--- src/rtl/prog_loader_pkg.sv ---
// Shared types and sizing for the byte-stream program loader.
package prog_loader_pkg;

    typedef enum logic [2:0] {
        LEN,
        LOAD,
        CSUM,
        RUN,
        ERR
    } state_e;

    localparam int LEN_BYTES  = 4;
    localparam int WORD_BYTES = 4;
    localparam int IDX_W      = $clog2(LEN_BYTES > WORD_BYTES ? LEN_BYTES : WORD_BYTES);

    // States in which the loader is willing to take stream bytes.
    function automatic logic accepts_bytes(state_e s);
        return (s == LEN) || (s == LOAD) || (s == CSUM);
    endfunction

endpackage

--- src/rtl/prog_loader_byte_packer.sv ---
// Little-endian byte-to-word assembler shared by the length field and payload words.
module prog_loader_byte_packer
    import prog_loader_pkg::*;
(
    input  logic             clk_i,
    input  logic [IDX_W-1:0] byte_idx_i,
    input  logic             accept_i,
    input  logic [7:0]       byte_i,
    output logic [31:0]      word_o,
    output logic             word_done_o
);

    logic [31:0] word_q;

    // word_o already contains the byte being accepted, so the final byte is visible in word_o.
    always_comb begin
        word_o = word_q;
        for (int b = 0; b < WORD_BYTES; b++) begin
            if (byte_idx_i == IDX_W'(b)) begin
                word_o[8*b +: 8] = byte_i;
            end
        end
    end

    assign word_done_o = accept_i && (byte_idx_i == IDX_W'(WORD_BYTES - 1));

    always_ff @(posedge clk_i) begin
        if (accept_i) begin
            word_q <= word_o;
        end
    end

endmodule

--- src/rtl/prog_loader.sv ---
// Framed byte-stream loader that fills instruction memory and then releases the core.
// Optional trailing XOR checksum byte enabled by defining PROG_LOADER_CHECKSUM_EN.
module prog_loader
    import prog_loader_pkg::*;
#(
    parameter int IMEM_DEPTH = 256,
    parameter int AW         = $clog2(IMEM_DEPTH)
) (
    input  logic          clk,
    input  logic          rst,
    input  logic          reload,
    input  logic [7:0]    s_data,
    input  logic          s_valid,
    output logic          s_ready,
    output logic          imem_we,
    output logic [AW-1:0] imem_addr,
    output logic [31:0]   imem_wdata,
    output logic          core_rst,
    output logic          core_en,
    output logic          done,
    output logic          error
);

`ifdef PROG_LOADER_CHECKSUM_EN
    localparam state_e FILL_NEXT = CSUM;
`else
    localparam state_e FILL_NEXT = RUN;
`endif

    state_e           state_q, state_d;
    logic [IDX_W-1:0] byte_idx_q, byte_idx_d;
    logic [AW:0]      word_idx_q, word_idx_d;
    logic [AW:0]      len_q, len_d;
    logic             s_ready_q, s_ready_d;
    logic             imem_we_q, imem_we_d;
    logic [AW-1:0]    imem_addr_q, imem_addr_d;
    logic [31:0]      imem_wdata_q, imem_wdata_d;
`ifdef PROG_LOADER_CHECKSUM_EN
    logic [7:0]       csum_q, csum_d;
`endif

    logic        take;
    logic        pack_en;
    logic        pack_done;
    logic [31:0] pack_word;
    logic        last_fill;

    // reload discards any byte handshaked in the same cycle
    assign take    = s_valid && s_ready_q && !reload;
    assign pack_en = take && ((state_q == LEN) || (state_q == LOAD));

    prog_loader_byte_packer u_byte_packer (
        .clk_i       (clk),
        .byte_idx_i  (byte_idx_q),
        .accept_i    (pack_en),
        .byte_i      (s_data),
        .word_o      (pack_word),
        .word_done_o (pack_done)
    );

    always_comb begin
        state_d      = state_q;
        byte_idx_d   = byte_idx_q;
        word_idx_d   = word_idx_q;
        len_d        = len_q;
        imem_we_d    = 1'b0;
        imem_addr_d  = imem_addr_q;
        imem_wdata_d = imem_wdata_q;
        last_fill    = 1'b0;
`ifdef PROG_LOADER_CHECKSUM_EN
        csum_d       = csum_q;
`endif

        case (state_q)
            LEN: begin
                if (take) begin
                    byte_idx_d = byte_idx_q + 1'b1;
                    if (pack_done) begin
                        len_d = pack_word[AW:0];
                        if (pack_word == 32'd0) begin
                            state_d = FILL_NEXT;
                        end else if (pack_word > 32'(IMEM_DEPTH)) begin
                            state_d = ERR;
                        end else begin
                            state_d = LOAD;
                        end
                    end
                end
            end
            LOAD: begin
                // Leave LOAD only once the final write pulse is on the port.
                if (imem_we_q && (word_idx_q == len_q)) begin
                    state_d = FILL_NEXT;
                end
                if (take) begin
                    byte_idx_d = byte_idx_q + 1'b1;
`ifdef PROG_LOADER_CHECKSUM_EN
                    csum_d     = csum_q ^ s_data;
`endif
                    if (pack_done) begin
                        imem_we_d    = 1'b1;
                        imem_addr_d  = word_idx_q[AW-1:0];
                        imem_wdata_d = pack_word;
                        word_idx_d   = word_idx_q + 1'b1;
                        last_fill    = (word_idx_d == len_q);
                    end
                end
            end
`ifdef PROG_LOADER_CHECKSUM_EN
            CSUM: begin
                if (take) begin
                    state_d = (s_data == csum_q) ? RUN : ERR;
                end
            end
`endif
            default: ;
        endcase

        if (reload) begin
            state_d    = LEN;
            byte_idx_d = '0;
            word_idx_d = '0;
            len_d      = '0;
            imem_we_d  = 1'b0;
`ifdef PROG_LOADER_CHECKSUM_EN
            csum_d     = '0;
`endif
        end

        s_ready_d = accepts_bytes(state_d) && !reload && !last_fill;
    end

    always_ff @(posedge clk) begin
        if (rst) begin
            state_q      <= LEN;
            byte_idx_q   <= '0;
            word_idx_q   <= '0;
            len_q        <= '0;
            s_ready_q    <= 1'b0;
            imem_we_q    <= 1'b0;
            imem_addr_q  <= '0;
            imem_wdata_q <= '0;
`ifdef PROG_LOADER_CHECKSUM_EN
            csum_q       <= '0;
`endif
        end else begin
            state_q      <= state_d;
            byte_idx_q   <= byte_idx_d;
            word_idx_q   <= word_idx_d;
            len_q        <= len_d;
            s_ready_q    <= s_ready_d;
            imem_we_q    <= imem_we_d;
            imem_addr_q  <= imem_addr_d;
            imem_wdata_q <= imem_wdata_d;
`ifdef PROG_LOADER_CHECKSUM_EN
            csum_q       <= csum_d;
`endif
        end
    end

    assign s_ready    = s_ready_q;
    assign imem_we    = imem_we_q;
    assign imem_addr  = imem_addr_q;
    assign imem_wdata = imem_wdata_q;
    assign core_rst   = (state_q != RUN);
    assign core_en    = (state_q == RUN);
    assign done       = (state_q == RUN);
    assign error      = (state_q == ERR);

endmodule

--- config.mk ---
export PLATFORM = sky130hd
export DESIGN_NAME = prog_loader
export DESIGN_NICKNAME = d
export VERILOG_FILES = /design/src/rtl/prog_loader_pkg.sv /design/src/rtl/prog_loader_byte_packer.sv /design/src/rtl/prog_loader.sv
export SDC_FILE = /design/constraint.sdc
export NUM_CORES = 1
export LEC_CHECK = 0
export ABC_AREA = 1
export BUFFER_PORTS_ARGS = -buffer_cell sky130_fd_sc_hd__clkbuf_2
export CORE_MARGIN = 5
export CORE_UTILIZATION = 55
export DETAILED_ROUTE_END_ITERATION = 6
export HOLD_SLACK_MARGIN = 0.08
export PLACE_DENSITY = 0.76
export SLEW_MARGIN = 5
export SYNTH_ARGS = -nofsm -noshare
export SYNTH_HDL_FRONTEND = slang
export SYNTH_SLANG_ARGS = --single-unit
--- constraint.sdc ---
create_clock -name clk -period 3.05 [get_ports clk]
set_clock_uncertainty 0.2 [all_clocks]
set_input_delay 0.61 -clock clk [delete_from_list [all_inputs] [get_ports clk]]
set_output_delay 0.61 -clock clk [all_outputs]
set_load 0.005 [all_outputs]
* After elaboration in Yosys (flattened, before gate mapping)
Index checks and enable logic that the tools add are counted.
** Cells by class
- $add $sub $neg :: 2
- Eq/ne operators :: 11
- Muxes and demuxes :: 15
- Bitwise operators :: 2
- Order comparisons :: 1
- Reductions and logical operators :: 22
** Operators by type and width (count)
- $gt 32x9->1 const B :: 1
- $logic_not 32->1 :: 1
- $mux 8 :: 4
- $eq 9x9->1 :: 2
- $mux 3 :: 6
- $add 9x1->9 const B :: 1
- $logic_and 1x1->1 :: 7
- $eq 3x1->1 const B :: 2
- $eq 3x2->1 const B :: 2
- $logic_not 3->1 :: 2
- $pmux 3 s2 :: 1
- $reduce_and 3->1 :: 2
- $eq 2x2->1 const B :: 2
- $mux 1 :: 4
- $reduce_or 2->1 :: 2
- $reduce_or 4->1 :: 1
- $eq 3x3->1 const B :: 1
- $logic_or 1x1->1 :: 3
- $ne 3x2->1 const B :: 1
- $add 2x1->2 const B :: 1
- $eq 2x1->1 const B :: 1
- $logic_not 1->1 :: 2
- $logic_not 2->1 :: 1
- $not 1->1 :: 2
- $reduce_and 2->1 :: 1
** Word-level totals
- Input port bits :: 12
- Word-level logic and storage cells :: 62
- Register bits :: 97
- Output and inout bits :: 46

* Depth between registers and ports, before layout
- Depth after elaboration :: 14
- Mapped depth :: 18
- Depth with buffers taken out :: 16

* Modules after synthesis
From an unflattened synthesis, not the netlist that was laid out.
** Unflattened totals
- Cells, all modules :: 561
- Area total of the unflattened synthesis :: 4400.5 um2
** Modules (own cells, without submodules)
- prog_loader :: cells an instance 419, instances 1, sequential area each 1301.2 um2, area an instance 2916.5 um2
- prog_loader_byte_packer :: cells an instance 142, instances 1, sequential area each 960.9 um2, area an instance 1483.9 um2

* Worst setup path after synthesis
No wires, ideal clock.
- Path kind :: input to register
- Start point :: input reload
- End point :: register word_idx_q[7]
- Required time :: 2.735 ns
- Data arrival time :: 2.463 ns
- Stages :: 12
- Setup slack :: 0.272 ns
- Path through :: inv_2 > nand3_2 > nor3_4 > inv_2 > nor2_4 > nand2_4 > clkinv_4 > nand2_1 > nor2_2 > nand3_1 > nand2_1 > nor2_1
** On the way
- Longest elaborated chain between the ends :: 5
- Elaborated cells between the ends (all ways) :: 6
- Those cells by class :: 6 x reduce/logical
** Ends and longest elaborated chain
- start: declaration :: line prog_loader.sv:11 : input logic reload,
- $logic_not 1->1 :: line prog_loader.sv:49 : assign take = s_valid && s_ready_q && !reload;
- $logic_and 1x1->1 :: line prog_loader.sv:49
- $logic_and 1x1->1 :: line prog_loader.sv:50 : assign pack_en = take && ((state_q == LEN) || (state_q == LOAD));
- via pack_en :: line prog_loader.sv:43 : logic pack_en;
- $logic_and 1x1->1 :: line prog_loader_byte_packer.sv:25 : assign word_done_o = accept_i && (byte_idx_i == IDX_W'(WORD_BYTES - 1));
- $reduce_and 3->1 (no line)
- end signal: assignment :: line prog_loader.sv:149 : word_idx_q <= word_idx_d;
- end: declaration :: line prog_loader.sv:32 : logic [AW:0] word_idx_q, word_idx_d;
The timed path passes the listed nets, and every way through them passes these cells.
A chain may end at the register's enable or synchronous reset.

* Worst setup path after layout
- Start point :: register byte_idx_q[1]
- End point :: register s_ready_q, in the netlist s_ready
** On the way
- Longest elaborated chain between the ends :: 14
- Elaborated cells between the ends (all ways) :: 28
- Those cells by class :: 1 x order compare; 5 x eq/ne; 13 x mux; 9 x reduce/logical
** Ends and longest elaborated chain
- start: declaration :: line prog_loader.sv:31 : logic [IDX_W-1:0] byte_idx_q, byte_idx_d;
- start signal: assignment :: line prog_loader.sv:148 : byte_idx_q <= byte_idx_d;
- $logic_not 2->1 (*) :: line prog_loader_byte_packer.sv:19 : if (byte_idx_i == IDX_W'(b)) begin
- $mux 8 (*) :: line prog_loader_byte_packer.sv:19
- via pack_word[6] :: line prog_loader.sv:45 : logic [31:0] pack_word;
- $gt 32x9->1 :: line prog_loader.sv:82 : end else if (pack_word > 32'(IMEM_DEPTH)) begin
- $mux 3 :: line prog_loader.sv:82
- $mux 3 (*) :: line prog_loader.sv:80 : if (pack_word == 32'd0) begin
- $mux 3 (*) :: line prog_loader.sv:78 : if (pack_done) begin
- $mux 3 (*) :: line prog_loader.sv:76 : if (take) begin
- $pmux 3 s2 (*) :: line prog_loader.sv:74 : case (state_q)
- $mux 3 (*) :: line prog_loader.sv:119 : if (reload) begin
- $eq 3x1->1 or $logic_not 3->1 (tied branches) :: line prog_loader_pkg.sv:18 : return (s == LEN) || (s == LOAD) || (s == CSUM);
- $logic_or 1x1->1 :: line prog_loader_pkg.sv:18
- $logic_or 1x1->1 (*) :: line prog_loader_pkg.sv:18
- $logic_and 1x1->1 (*) (2 in series) :: line prog_loader.sv:130 : s_ready_d = accepts_bytes(state_d) && !reload && !last_fill;
- end signal: assignment :: line prog_loader.sv:151 : s_ready_q <= s_ready_d;
- end: declaration :: line prog_loader.sv:34 : logic s_ready_q, s_ready_d;
Mark *: on every way through the listed nets, which the timed path passes. The rest lies on a longest branch.

==> reports/qor.log <==
[outcome] status complete, no violations
[grt] global-route wire length before repair 19400 um
[clocking] number of hold-repair buffers added at the cts stage 0
[placement] HPWL after detailed placement 8000 um
[synthesis] Synthesis Warnings 0
[drt] Pre-Repair DR Iteration Count 5
[synthesis] count of flip-flops with a built-in enable after synthesis 32
[synthesis] Post-Syn Nets 716
[synthesis] top cells by area, synth sky130_fd_sc_hd__dfxtp_1 27%, sky130_fd_sc_hd__nand2_1 23%, sky130_fd_sc_hd__edfxtp_1 20%, sky130_fd_sc_hd__inv_1 6.4%, sky130_fd_sc_hd__a21oi_1 6.0%
[worst_setup_path] data arrival time of the worst path 2.73 ns
[worst_setup_path] WS Path Type flop to flop
[finish] final-stage net count 757
[synthesis] sequential-to-total area share from yosys stat 46.3%
[synthesis] FF+latch count, synth 97
[drt] Post-route DRC 0
[worst_setup_path] required arrival time at the worst endpoint 3.12 ns
[placement] worst setup slack before clock tree synthesis 0.489 ns
[sta] setup tns final 0 ns
[drt] post-detailed-route wirelength per cell 13.5 um
[synthesis] most area-hungry cell type in the Yosys netlist sky130_fd_sc_hd__dfxtp_1
[min_path] Hold Path Class flop to flop
[sta] final count of negative-setup-slack endpoints 0
[grt] largest net degree at the start of global routing 51
[sta] upper clock frequency limit 376 MHz
[clocking] PostCTS Resize Cnt 0
[sta] unrepaired setup endpoints after global routing no
[worst_setup_path] worst path buffer plus inverter count 4
[grt] Global Route Usage Sum 21.5%
[worst_setup_path] crit-path cells inv_1 -> ha_1 -> inv_1 -> nand2_1 -> nand2_1 -> inv_1 -> nand2_1 -> nor2_1 -> nand2_1 -> nor2_1 -> nand3_1 -> nand3_1 -> nand2_1 -> inv_1 -> nor2_1
[sta] post-route clock period utilization 87.3%
[placement] port buffer count 57
[clocking] Post-CTS Repair Setup Buffers 0
[synthesis] Netlist Area Pre-Place 4880 um2
[worst_setup_path] Critical Path Slowest Stage Cell sky130_fd_sc_hd__ha_1
[sta] shortest clock period the worst path allows after layout 2.66 ns
[clocking] Worst-path clk slew 0.10 ns
[clocking] number of sinks driven by the clock tree 97
[drt] Iter 0 DRT Violations 367
[power_and_ir_drop] power density over cell area 429 nW/um2
[floorplanning] starting density of the core 56.3%
[synthesis] number of distinct library cells after synthesis 30
[synthesis] fraction of registers with async set or reset after synthesis 0%
[finish] Diodes inserted 0
[floorplanning] Die Area 10900 um2
[drt] via density per instance 5.12
[floorplanning] number of core rows 34
[grt] initial antenna violation count 0
[drt] sum of routed wire length over all layers 11500 um
[finish] share of cells above drive strength 1 11.9%
[worst_setup_path] most repeated library cell on the critical path sky130_fd_sc_hd__nand2_1
[worst_setup_path] biggest fanout along the worst timing path 21
[finish] Layout area overhead 9.81%
[synthesis] share of the synthesized area in the top cell type 26.6%
[clocking] TritonCTS clock tree built
[clocking] number of clock buffers inserted by TritonCTS 9
[synthesis] average footprint of a synthesized cell 6.99 um2
[worst_setup_path] slowest cell delay on critical path 0.56 ns
[sta] final hold violations 0
[worst_setup_path] Worst setup EP type flop
[floorplanning] die width 104 um
[power_and_ir_drop] IR drop worst, VDD 258 uV
[floorplanning] chip height 104 um
[sta] number of pins with negative max-slew slack in the final report 0
[worst_setup_path] category of the worst setup path launch point flop
[drt] vias after detailed routing 4364
[sta] least setup slack across all paths after layout 0.389 ns
[sta] Slew headroom 59.0%
[grt] overall overflow remaining after global route 0
[drt] ANT nets after route 0
[floorplanning] CORE AREA 8680 um2
[grt] number of global-route vias before repair 4100
[clocking] Max H-tree Level 3
[sta] transition time at the pin with the least slew margin 0.615 ns
[synthesis] most frequently used flop master after synthesis sky130_fd_sc_hd__dfxtp_1
[placement] placer's final routability congestion estimate 0.924
[clocking] CTS Buffer Depth 2
[power_and_ir_drop] leakage power figure 2.46 nW
[worst_setup_path] top cell family by delay on the critical path simple AND/OR/NAND/NOR gates
[synthesis] synthesized instance count 699
[run] number of maximum-capacitance violations 0
[worst_setup_path] internal reg-to-reg setup slack 0.39 ns
[floorplanning] I/O pins 58
[clocking] clk_lat worst skew 0.37 ns
[clocking] root cell of the clock tree sky130_fd_sc_hd__clkbuf_8
## state kept, by name, indices dropped and copies added (netlist names)
| name | cells |
|---|---|
| byte_idx_q | 2 |
| imem_addr | 8 |
| imem_wdata | 32 |
| imem_we | 1 |
| len_q | 9 |
| s_ready | 1 |
| state_q | 3 |
| u_byte_packer.word_q | 32 |
| word_idx_q | 9 |
## cell usage after synthesis (3+ instances only)
cell / number
sky130_fd_sc_hd__edfxtp_1: 32
sky130_fd_sc_hd__clkbuf_1: 15
sky130_fd_sc_hd__nand3_1: 18
sky130_fd_sc_hd__nor3_1: 6
sky130_fd_sc_hd__inv_1: 83
sky130_fd_sc_hd__ha_1: 5
sky130_fd_sc_hd__nand2_1: 300
sky130_fd_sc_hd__xor2_1: 3
sky130_fd_sc_hd__nand4_1: 4
sky130_fd_sc_hd__xnor2_1: 3
sky130_fd_sc_hd__nor2_1: 40
sky130_fd_sc_hd__a21oi_1: 59
sky130_fd_sc_hd__inv_2: 4
sky130_fd_sc_hd__buf_6: 3
sky130_fd_sc_hd__o21ai_0: 30
sky130_fd_sc_hd__buf_4: 6
sky130_fd_sc_hd__dfxtp_1: 65
sky130_fd_sc_hd__buf_2: 8
## stage by stage
stage	cell area [um2]	utilization (%)	hold slack [ns]	cells	power (mW)
floorplan	4880	-	0.254	699	1.44
global placement	5170	59.5	0.252	837	1.47
detailed placement	5170	59.5	0.254	837	1.48
CTS	5360	61.8	0.270	853	2.31
global route	5360	61.8	0.287	853	2.39
finish	5360	61.8	0.268	853	2.30
## cell type report
cell class | count | area [um2]
clock buffers | 11 | 131
clock inverters | 5 | 65.1
fillers | 819 | 3310
inverters | 88 | 335
multi-input cells | 482 | 2110
flip-flops and latches | 97 | 2260
well taps | 108 | 135
repair buffers | 62 | 323
## kinds of logic (layout without fill, tap and decap cells)
group,after synthesis,count (layout),share of synthesized area [%]
AND/OR/NAND/NOR,376,376,30.8
buffers and inverters,120,166,10.5
flip-flops,97,97,46.3
AO/OA/AOI/OAI,95,95,10.1
XOR/XNOR,6,6,1.08
adder cells (fa/ha/maj),5,5,1.28
## layout by cell type (no fill, tap or decap), drive strengths merged
cell type  netlist  layout
a21oi           59      59
nand4            4       4
nand3           19      19
o21a             1       1
o2111ai          1       1
clkbuf          15      68
a211oi           2       2
nand2          301     301
xnor2            3       3
nor2            43      43
buf             17       5
inv             87      88
o21ai           30      30
o221ai           1       1
nor3             8       8
xor2             3       3
ha               5       5
bufinv           0       1
or2              1       1
edfxtp          32      32
dfxtp           65      65
a31oi            1       1
clkinv           1       4
## per-layer routing
| metal | vias up | part of all wire (%) | track usage (%) |
|---|---|---|---|
| li1 | 2249 | - | - |
| met1 | 1967 | 47 | 30.1 |
| met2 | 134 | 46 | 33.4 |
| met3 | 14 | 5.4 | 3.10 |
| met4 | 0 | 1.5 | 8.33 |
| met5 | - | 0 | 0 |
## worst min-delay path: stages (launching register included)
cell,delay [ns]
sky130_fd_sc_hd__dfxtp_1,0.32
sky130_fd_sc_hd__nand2_1,0.06
sky130_fd_sc_hd__a21oi_1,0.05
## power breakdown
part,internal (mW),switching [mW],leakage (nW)
logic,0.0261,0.0801,1.55
clock network,0.388,0.464,0.0981
registers,1.34,0.00334,0.814
total,1.75,0.547,2.46
## path summary, 6_finish.rpt
kind                                      from        endpoint  cells past startpoint
worst max-delay path             byte_idx_q[1]         s_ready                     15
worst min register to register  imem_wdata[20]  imem_wdata[20]                      2
worst min-delay path            imem_wdata[20]  imem_wdata[20]                      2
worst max register to register   byte_idx_q[1]         s_ready                     15
(Power assumes the default switching activity.)
